==> src/rtl/mult_share_arbiter_if.sv <==
// Request/response bundle between requesters, the
// shared-multiplier arbiter and the multiplier itself.
interface mult_share_arbiter_if #(
  parameter int N_REQ = 3
);
  logic [N_REQ-1:0]    req_valid;
  logic [N_REQ-1:0]    req_lock;
  logic [32*N_REQ-1:0] req_op_a;
  logic [32*N_REQ-1:0] req_op_b;
  logic [N_REQ-1:0]    req_ready;
  logic [31:0]         mult_op_1;
  logic [31:0]         mult_op_2;
  logic [31:0]         mult_result;
  logic [N_REQ-1:0]    rsp_valid;
  logic [31:0]         rsp_result;
  logic                busy;

  modport master (
    output req_valid,
    output req_lock,
    output req_op_a,
    output req_op_b,
    output mult_result,
    input  req_ready,
    input  mult_op_1,
    input  mult_op_2,
    input  rsp_valid,
    input  rsp_result,
    input  busy
  );

  modport slave (
    input  req_valid,
    input  req_lock,
    input  req_op_a,
    input  req_op_b,
    input  mult_result,
    output req_ready,
    output mult_op_1,
    output mult_op_2,
    output rsp_valid,
    output rsp_result,
    output busy
  );
endinterface

==> src/rtl/mult_share_arbiter.sv <==
// Round-robin arbiter with burst lock time-sharing one
// 32x32 multiplier; 2-cycle registered operand/result pipe.
module mult_share_arbiter #(
  parameter int N_REQ    = 3,
  parameter int MAX_LOCK = 4
) (
  input  logic                  clk_i,
  input  logic                  rst_i,
  mult_share_arbiter_if.slave   arb_io
);

  localparam int IW = (N_REQ > 1) ? $clog2(N_REQ) : 1;
  localparam int CW = 4;
  localparam logic [CW-1:0] LAST_C = CW'(MAX_LOCK - 1);
  localparam logic [IW-1:0] TOP_ID = IW'(N_REQ - 1);
  localparam bit LOCK_EN = (MAX_LOCK > 1);

  typedef enum logic {
    UNLOCKED,
    LOCKED
  } lock_e;

  lock_e          lock_st_q, lock_st_d;
  logic [IW-1:0]  lock_own_q, lock_own_d;
  logic [CW-1:0]  lock_cnt_q, lock_cnt_d;
  logic [IW-1:0]  rr_ptr_q, rr_ptr_d;

  logic             s1_vld_q;
  logic [IW-1:0]    s1_id_q;
  logic [31:0]      op1_q;
  logic [31:0]      op2_q;
  logic [N_REQ-1:0] rsp_vld_q;
  logic [31:0]      rsp_res_q;

  logic             gnt_vld;
  logic [IW-1:0]    gnt_id;
  logic [N_REQ-1:0] gnt_oh;
  logic             own_hold;
  logic             gnt_lock;
  logic [31:0]      gnt_a;
  logic [31:0]      gnt_b;
  logic [N_REQ-1:0] s1_oh;

  // Grant: locked owner first, else first valid from rr_ptr
  always_comb begin
    int j;
    gnt_vld  = 1'b0;
    gnt_id   = '0;
    gnt_oh   = '0;
    own_hold = 1'b0;
    j        = 0;
    if (lock_st_q == LOCKED &&
        arb_io.req_valid[lock_own_q]) begin
      own_hold = 1'b1;
      gnt_vld  = 1'b1;
      gnt_id   = lock_own_q;
    end else begin
      for (int k = 0; k < N_REQ; k++) begin
        j = int'(rr_ptr_q) + k;
        if (j >= N_REQ) j = j - N_REQ;
        if (!gnt_vld && arb_io.req_valid[j]) begin
          gnt_vld = 1'b1;
          gnt_id  = IW'(j);
        end
      end
    end
    if (gnt_vld) gnt_oh[gnt_id] = 1'b1;
  end

  // Operand mux for the granted requester
  always_comb begin
    gnt_a    = arb_io.req_op_a[int'(gnt_id)*32 +: 32];
    gnt_b    = arb_io.req_op_b[int'(gnt_id)*32 +: 32];
    gnt_lock = gnt_vld & arb_io.req_lock[gnt_id];
  end

  // Round-robin pointer and lock FSM next state
  always_comb begin
    rr_ptr_d   = rr_ptr_q;
    lock_st_d  = lock_st_q;
    lock_own_d = lock_own_q;
    lock_cnt_d = lock_cnt_q;
    if (gnt_vld) begin
      rr_ptr_d = (gnt_id == TOP_ID) ? '0
               : gnt_id + 1'b1;
    end
    unique case (lock_st_q)
      UNLOCKED: begin
        if (LOCK_EN && gnt_lock) begin
          lock_st_d  = LOCKED;
          lock_own_d = gnt_id;
          lock_cnt_d = CW'(1);
        end
      end
      LOCKED: begin
        if (!own_hold) begin
          lock_st_d  = UNLOCKED;
          lock_own_d = '0;
          lock_cnt_d = '0;
          if (gnt_lock) begin
            lock_st_d  = LOCKED;
            lock_own_d = gnt_id;
            lock_cnt_d = CW'(1);
          end
        end else if (!gnt_lock ||
                     lock_cnt_q >= LAST_C) begin
          lock_st_d  = UNLOCKED;
          lock_own_d = '0;
          lock_cnt_d = '0;
        end else begin
          lock_cnt_d = lock_cnt_q + 1'b1;
        end
      end
      default: begin
        lock_st_d  = UNLOCKED;
        lock_own_d = '0;
        lock_cnt_d = '0;
      end
    endcase
  end

  // Arbitration state registers
  always_ff @(posedge clk_i) begin
    if (rst_i) begin
      rr_ptr_q   <= '0;
      lock_st_q  <= UNLOCKED;
      lock_own_q <= '0;
      lock_cnt_q <= '0;
    end else begin
      rr_ptr_q   <= rr_ptr_d;
      lock_st_q  <= lock_st_d;
      lock_own_q <= lock_own_d;
      lock_cnt_q <= lock_cnt_d;
    end
  end

  // One-hot owner of the op in stage 1
  always_comb begin
    s1_oh = '0;
    s1_oh[s1_id_q] = 1'b1;
  end

  // Operand stage and result stage; ops hold when idle
  always_ff @(posedge clk_i) begin
    if (rst_i) begin
      s1_vld_q  <= 1'b0;
      s1_id_q   <= '0;
      op1_q     <= '0;
      op2_q     <= '0;
      rsp_vld_q <= '0;
      rsp_res_q <= '0;
    end else begin
      s1_vld_q <= gnt_vld;
      if (gnt_vld) begin
        s1_id_q <= gnt_id;
        op1_q   <= gnt_a;
        op2_q   <= gnt_b;
      end
      rsp_vld_q <= s1_vld_q ? s1_oh : '0;
      if (s1_vld_q) rsp_res_q <= arb_io.mult_result;
    end
  end

  assign arb_io.req_ready  = gnt_oh;
  assign arb_io.mult_op_1  = op1_q;
  assign arb_io.mult_op_2  = op2_q;
  assign arb_io.rsp_valid  = rsp_vld_q;
  assign arb_io.rsp_result = rsp_res_q;
  assign arb_io.busy       = s1_vld_q | (|rsp_vld_q);

endmodule
==> src/flat_wrapper.sv <==
// flat-port wrapper written by rule: the top's interface ports become plain ports
module mult_share_arbiter_flat 
#(
  parameter int N_REQ    = 3,
  parameter int MAX_LOCK = 4
)
  (clk_i, rst_i, arb_io_req_valid, arb_io_req_lock, arb_io_req_op_a, arb_io_req_op_b, arb_io_mult_result, arb_io_req_ready, arb_io_mult_op_1, arb_io_mult_op_2, arb_io_rsp_valid, arb_io_rsp_result, arb_io_busy);
  mult_share_arbiter_if #(.N_REQ(N_REQ)) arb_io_i ();
  input  logic clk_i;
  input  logic rst_i;
  input wire logic [$bits(arb_io_i.req_valid)-1:0] arb_io_req_valid;
  input wire logic [$bits(arb_io_i.req_lock)-1:0] arb_io_req_lock;
  input wire logic [$bits(arb_io_i.req_op_a)-1:0] arb_io_req_op_a;
  input wire logic [$bits(arb_io_i.req_op_b)-1:0] arb_io_req_op_b;
  input wire logic [$bits(arb_io_i.mult_result)-1:0] arb_io_mult_result;
  output wire logic [$bits(arb_io_i.req_ready)-1:0] arb_io_req_ready;
  output wire logic [$bits(arb_io_i.mult_op_1)-1:0] arb_io_mult_op_1;
  output wire logic [$bits(arb_io_i.mult_op_2)-1:0] arb_io_mult_op_2;
  output wire logic [$bits(arb_io_i.rsp_valid)-1:0] arb_io_rsp_valid;
  output wire logic [$bits(arb_io_i.rsp_result)-1:0] arb_io_rsp_result;
  output wire logic [$bits(arb_io_i.busy)-1:0] arb_io_busy;
  assign arb_io_i.req_valid = arb_io_req_valid;
  assign arb_io_i.req_lock = arb_io_req_lock;
  assign arb_io_i.req_op_a = arb_io_req_op_a;
  assign arb_io_i.req_op_b = arb_io_req_op_b;
  assign arb_io_i.mult_result = arb_io_mult_result;
  assign arb_io_req_ready = arb_io_i.req_ready;
  assign arb_io_mult_op_1 = arb_io_i.mult_op_1;
  assign arb_io_mult_op_2 = arb_io_i.mult_op_2;
  assign arb_io_rsp_valid = arb_io_i.rsp_valid;
  assign arb_io_rsp_result = arb_io_i.rsp_result;
  assign arb_io_busy = arb_io_i.busy;
  mult_share_arbiter #(.N_REQ(N_REQ), .MAX_LOCK(MAX_LOCK)) u_core (.clk_i(clk_i), .rst_i(rst_i), .arb_io(arb_io_i));
endmodule
==> config.mk <==
export PLATFORM = sky130hd
export DESIGN_NAME = mult_share_arbiter_flat
export DESIGN_NICKNAME = d
export VERILOG_FILES = /design/src/rtl/mult_share_arbiter_if.sv /design/src/rtl/mult_share_arbiter.sv /design/src/flat_wrapper.sv
export SDC_FILE = /design/constraint.sdc
export NUM_CORES = 1
export LEC_CHECK = 0
export BUFFER_PORTS_ARGS = -buffer_cell sky130_fd_sc_hd__buf_4
export CORE_AREA = 2 2 131 133
export DETAILED_ROUTE_END_ITERATION = 12
export DIE_AREA = 0 0 133 135
export SLEW_MARGIN = 10
export SYNTH_ARGS = -nofsm -noshare
export SYNTH_HDL_FRONTEND = slang
export SYNTH_SLANG_ARGS = --single-unit
==> constraint.sdc <==
create_clock -name clk_i -period 3.4 [get_ports clk_i]
set_input_delay 1.02 -clock clk_i [delete_from_list [all_inputs] [get_ports clk_i]]
set_output_delay 1.02 -clock clk_i [all_outputs]
set_load 0.02 [all_outputs]
; ---- Word level (Yosys, flattened, before mapping)
; Index checks and enable logic that the tools add are counted.
[totals]
out_inout_bits = 103
mem_bits_ro = 0
mem_bits_rw = 0
memories = 0
elab_cells = 100
latchBits = 0
ff_bits = 111
input_bits = 232
[op_classes]
bitwise_logic = 4
n_addsub = 7
n_mul = 0
n_shift = 2
reduce_logical = 12
n_eq_ne = 3
div = 0
magnitude_cmp = 12
n_mux = 50
[op_table]
columns = op, n
row1 = two-way mux 32 bit, 6
row2 = variable part select 96 x 8 -> 32 bit, 2
row3 = "less-than comparator 32 x 4 -> 1 bit, second input constant", 3
row4 = ">= comparator 32 x 3 -> 1 bit, second input constant", 2
row5 = "subtractor 32 x 3 -> 32 bit, second input constant", 2
row6 = two-way mux 1 bit, 21
row7 = two-way mux 2 bit, 9
row8 = two-way mux 4 bit, 3
row9 = binary-select mux 1 bit (select 2 bit), 5
row10 = "less-than comparator 2 x 3 -> 1 bit, second input constant", 3
row11 = one-hot mux 4 bit (2 select lines), 1
row12 = logical AND 1 bit, 5
row13 = "adder 4 x 1 -> 4 bit, second input constant", 1
row14 = demux 1 bit (select 2 bit), 2
row15 = ">= comparator 2 x 1 -> 1 bit, second input constant", 2
row16 = ">= comparator 4 x 2 -> 1 bit, second input constant", 1
row17 = one-hot mux 2 bit (2 select lines), 1
row18 = "adder 2 x 1 -> 3 bit, second input constant", 1
row19 = "adder 2 x 2 -> 3 bit, second input constant", 1
row20 = zero test 1 bit, 3
row21 = two-way mux 3 bit, 1
row22 = "!= test 3 bit, second input constant", 1
row23 = OR reduction 3 bit, 1
row24 = "subtractor 2 x 2 -> 3 bit, second input constant", 1
row25 = other kinds (11), 12

; ---- Depth between registers and ports, before layout
[depth]
word_depth = 25
ltp_mapped = 13
depth_no_buf = 9

; ---- Worst setup path before layout
; Ideal clock, no wire load.
[synth_path]
path_type = input to output
from = input port arb_io_req_valid[0]
to = output port arb_io_req_ready[0]
path_slack_ns = -0.175
required_time_ns = 2.380
arrival_time_ns = 2.555
path_buffers = 1
path_stages = 6
cell_sequence = mux2_4 > a31o_4 > a2111o_1 > o21ba_2 > nor3_4 > buf_6
[synth_via]
elab_chain_cells = 18
word_cells_on_any_way = 32
classes_between = 2 x order compare / 24 x mux / 6 x reduce/logical
[synth_rtl]
columns = item, line
row1 = start: declaration, flat_wrapper.sv:11  ; input wire logic [$bits(arb_io_i.req_valid)-1:0] arb_io_req_valid;
row2 = binary-select mux 1 bit (select 2 bit), mult_share_arbiter.sv:61  ; if (!gnt_vld && arb_io.req_valid[j]) begin
row3 = two-way mux 1 bit (not written as such) (2 in a row), mult_share_arbiter.sv:61
row4 = two-way mux 1 bit, mult_share_arbiter.sv:61
row5 = two-way mux 1 bit, mult_share_arbiter.sv:52  ; if (lock_st_q == LOCKED &&
row6 = zero test 1 bit, mult_share_arbiter.sv:61
row7 = logical AND 1 bit, mult_share_arbiter.sv:61
row8 = two-way mux 1 bit, mult_share_arbiter.sv:61
row9 = two-way mux 1 bit, mult_share_arbiter.sv:52
row10 = zero test 1 bit, mult_share_arbiter.sv:61
row11 = logical AND 1 bit, mult_share_arbiter.sv:61
row12 = two-way mux 2 bit, mult_share_arbiter.sv:61
row13 = two-way mux 2 bit, mult_share_arbiter.sv:52
row14 = less-than comparator 2 x 3 -> 1 bit (not written as such) / >= comparator 2 x 1 -> 1 bit (equally long branches), mult_share_arbiter.sv:67  ; if (gnt_vld) gnt_oh[gnt_id] = 1'b1;
row15 = logical AND 1 bit (not written as such), mult_share_arbiter.sv:67
row16 = two-way mux 1 bit (not written as such), mult_share_arbiter.sv:67
row17 = demux 1 bit (select 2 bit), n/a
row18 = two-way mux 3 bit *, mult_share_arbiter.sv:67
row19 = end: declaration, flat_wrapper.sv:16  ; output wire logic [$bits(arb_io_i.req_ready)-1:0] arb_io_req_ready;
; Mark *: on every way between the ends. The rest lies on a longest branch, timed or not. The select of a mux whose other input is x is not followed.

; ---- Final worst setup path
; Ends and elaborated chain as after synthesis.

==> flow_summary_export.csv <==
group,metric,value,unit
logic_synthesis,synth.avg_cell_area,9.372,um2
floorplan,io-pin-count,335,
floorplan,chipWidth,133,um
setup_path,cp-end-kind,"primary output",
sta,maxSlewViolCount,0,
clock_tree,cts_buffers,9,
detailed_routing,drc,0,
sta,setup_viol,3,
detailed_routing,drtPass1Iterations,5,
setup_path,r2r_cells,10,
setup_path,cp.required,2380,ps
detailed_routing,drt-initial-drc-count,352,
place,dpl.hpwl,14710,um
setup_path,startpoint_type,"input pin",
floorplan,core_area,16410,um2
sta,finalWorstSetupSlack,-99.36,ps
sta,rsz0062_at_grt,"true",
setup_path,worstReg2RegStart,"u_core.rr_ptr_q[0]",
setup_path,r2r_slack,440,ps
logic_synthesis,synth_edf_count,0,
global_route,grt_pass1_vias,5383,
clock_tree,clock_latency,360,ps
pwr,power_density,928.6,nW/um2
global_route,antenna_found_initial,0,
logic_synthesis,ys_warn_count,0,
sta,tightest_slew,993.4,ps
logic_synthesis,ys_async_sr_fraction,0,
global_route,grt_pass1_wl,29680,um
detailed_routing,routedWlPerCell,17.68,um
logic_synthesis,ys_seq_area_frac,0.4303,
floorplan,die_y,135,um
place,io_buffers,334,
clock_tree,cts_tree,"built",
logic_synthesis,ys_types,55,
sta,relSlewSlack,0.3362,
clock_tree,htree_levels,3,
layout,drive_above_1_share,0.4588,
place,post-place-ws,-111.5,ps
clock_tree,clockBufferDepth,2,
setup_path,cp.arrival,2480,ps
setup_path,crit_buf_inv,2,
detailed_routing,vias_per_cell,4.895,
setup_path,path_cells,"buf_6, mux2_4, a31o_4, a2111o_1, o21ba_4, nor3_4, buf_6",
hold_path,min-delay-path-class,"reg -> reg",
setup_path,worst_path_most_repeated_cell,"buf_6",
clock_tree,postCtsHoldBufs,0,
detailed_routing,routed_wl,19530,um
setup_path,cp_slowest_cell,"a2111o_1",
layout,antenna_cells,0,
setup_path,crit_fanout,3,
pwr,p_total,7.814,mW
logic_synthesis,syn-cell-area,5164,um2
hold_path,worstHoldPathCells,1,
run_status,outcome,"complete, but fails checks",
logic_synthesis,synth-seq-cells,111,
clock_tree,clkTransAtPathRegs,80,ps
place,gp_congestion,0.7993,
setup_path,path_class,"in -> out",
clock_tree,clock-sinks,111,
logic_synthesis,syn_nets,788,
clock_tree,root_buffer,"clkbuf_16",
sta,period_minus_slack,3499,ps
job,drv_cap,0,
setup_path,crit_start,"arb_io_req_valid[0]",
floorplan,num_rows,47,
sta,max_freq,285.8,MHz
setup_path,cp.depth,7,
floorplan,die_area,17960,um2
global_route,grt_max_degree,61,
floorplan,start_util,0.3147,
global_route,gr-usage-all-layers,0.2104,
sta,fin_crit_sh,1.029,
detailed_routing,ant_nets,0,
setup_path,rr_endpoint,"u_core.arb_io.mult_op_1[31]",
setup_path,slowest_delay,320,ps
setup_path,crit_end,"arb_io_req_ready[0]",
run_status,violations,"setup timing",
logic_synthesis,synth-main-ff-cell,"dfxtp_1",
detailed_routing,via_count,5409,
setup_path,critPathTopFamily,"compound AO/OA/AOI/OAI gates",
layout,areaGrowthSynthToFinish,62.98,%
logic_synthesis,syn_inst,551,
global_route,grt_remaining_overflow,0,
pwr,p_leak,4.137,nW
sta,fin_skew,13.71,ps
pwr,peakVddDrop,0.6985,mV
sta,hold_viol,0,
layout,final_nets,1117,
cell type report:
type / instances / area (um2)
Inverter: 10 / 37.54
Sequential cell: 111 / 2223
Fill cell: 1569 / 7991
Multi-Input combinational cell: 385 / 2759
Timing Repair Buffer: 363 / 2815
Clock inverter: 7 / 80.08
Tap cell: 220 / 275.3
Clock buffer: 9 / 225.2
registers in the layout, indices dropped and copies added, names as in the netlist:
name                      count
u_core.arb_io.mult_op_1      32
u_core.arb_io.mult_op_2      32
u_core.arb_io.rsp_result     32
u_core.lock_cnt_q             4
u_core.arb_io.rsp_valid       3
u_core.lock_own_q             2
u_core.rr_ptr_q               2
u_core.s1_id_q                2
u_core.lock_st_q              1
u_core.s1_vld_q               1
synth_stat cells, drive strengths merged (2+ instances only):
cell / count / area share
nand2: 66 / 0.048
inv: 10 / 0.0073
nor2: 45 / 0.033
nand3: 4 / 0.0039
or2: 2 / 0.0024
buf: 24 / 0.031
clkbuf: 21 / 0.015
and2: 2 / 0.0024
mux2i: 77 / 0.15
dfxtp: 111 / 0.43
a21oi: 30 / 0.029
o211ai: 3 / 0.0053
o21ai: 43 / 0.042
a22o: 42 / 0.071
a222oi: 23 / 0.045
ha: 5 / 0.012
nand2b: 3 / 0.0036
nor3: 3 / 0.0051
nor3b: 4 / 0.0068
o22ai: 2 / 0.0024
nand4b: 2 / 0.0034
mux2: 2 / 0.0051
nor2b: 4 / 0.0048
layer usage:
metal,track usage,wire length [um]
met1,0.2476,7675
met2,0.3745,9827
met3,0.05180,1635
met4,0.07168,393
met5,0,0
layout by cell type (no fill, tap or decap), types with 3 or more instances in the layout:
cell type	netlist	routed
a21oi_1	30	30
a222oi_1	23	23
a22o_1	42	42
buf_12	0	6
buf_4	4	353
buf_6	6	4
clkbuf_16	0	9
dfxtp_1	111	110
ha_1	5	3
inv_1	10	10
mux2i_1	77	76
nand2_1	66	66
nand2b_1	3	3
nand3_1	4	4
nor2_1	45	40
nor2_2	0	3
nor3b_1	3	3
o21ai_1	41	41
cells by family (layout without fill, tap and decap cells):
logic type	after synthesis	in the layout	share of synthesized area
multiplexers	79	79	0.1543
AND/OR/NAND/NOR	142	142	0.1246
AO/OA/AOI/OAI	159	159	0.2249
buffers and inverters	55	389	0.05379
adder cells (fa/ha/maj)	5	5	0.01212
flip-flops	111	111	0.4303
metrics by stage:
step | hold WS (ps) | TNS, ps | std cells | instance area [um2] | util
finish | 454.1 | -147.4 | 1105 | 8416 | 0.5129
global route | 470.6 | -275.0 | 1105 | 8416 | 0.5129
CTS | 451.7 | -202.0 | 1105 | 8379 | 0.5107
detailed placement | 440.8 | -317.8 | 1089 | 8044 | 0.4903
global placement | 435.3 | -312.7 | 1089 | 8044 | 0.4903
floorplan | 420.2 | -143.1 | 551 | 5170 | -
power breakdown:
part / internal [mW] / switching [mW] / total (mW)
logic: 2.21 / 2.56 / 4.78
clock network: 0.527 / 0.566 / 1.09
registers: 1.71 / 0.238 / 1.95
how the worst min path moves through the flow:
| stage | from | end |
|---|---|---|
| detailed placement | u_core.lock_cnt_q[3] | u_core.lock_cnt_q[3] |
| global placement | u_core.lock_cnt_q[3] | u_core.lock_cnt_q[3] |
| floorplan | u_core.lock_cnt_q[3] | u_core.lock_cnt_q[3] |
| CTS | u_core.lock_cnt_q[3] | u_core.lock_cnt_q[3] |
| finish | u_core.lock_cnt_q[3] | u_core.lock_cnt_q[3] |
| global route | u_core.lock_cnt_q[3] | u_core.lock_cnt_q[3] |
what timing repair did:
action                     4_1_cts  5_1_grt
resized for setup                7       10
setup endpoints to repair        3        3
buffers inserted                 0        0
pin swaps                        1        2
Power figures use the tool's default switching activity.
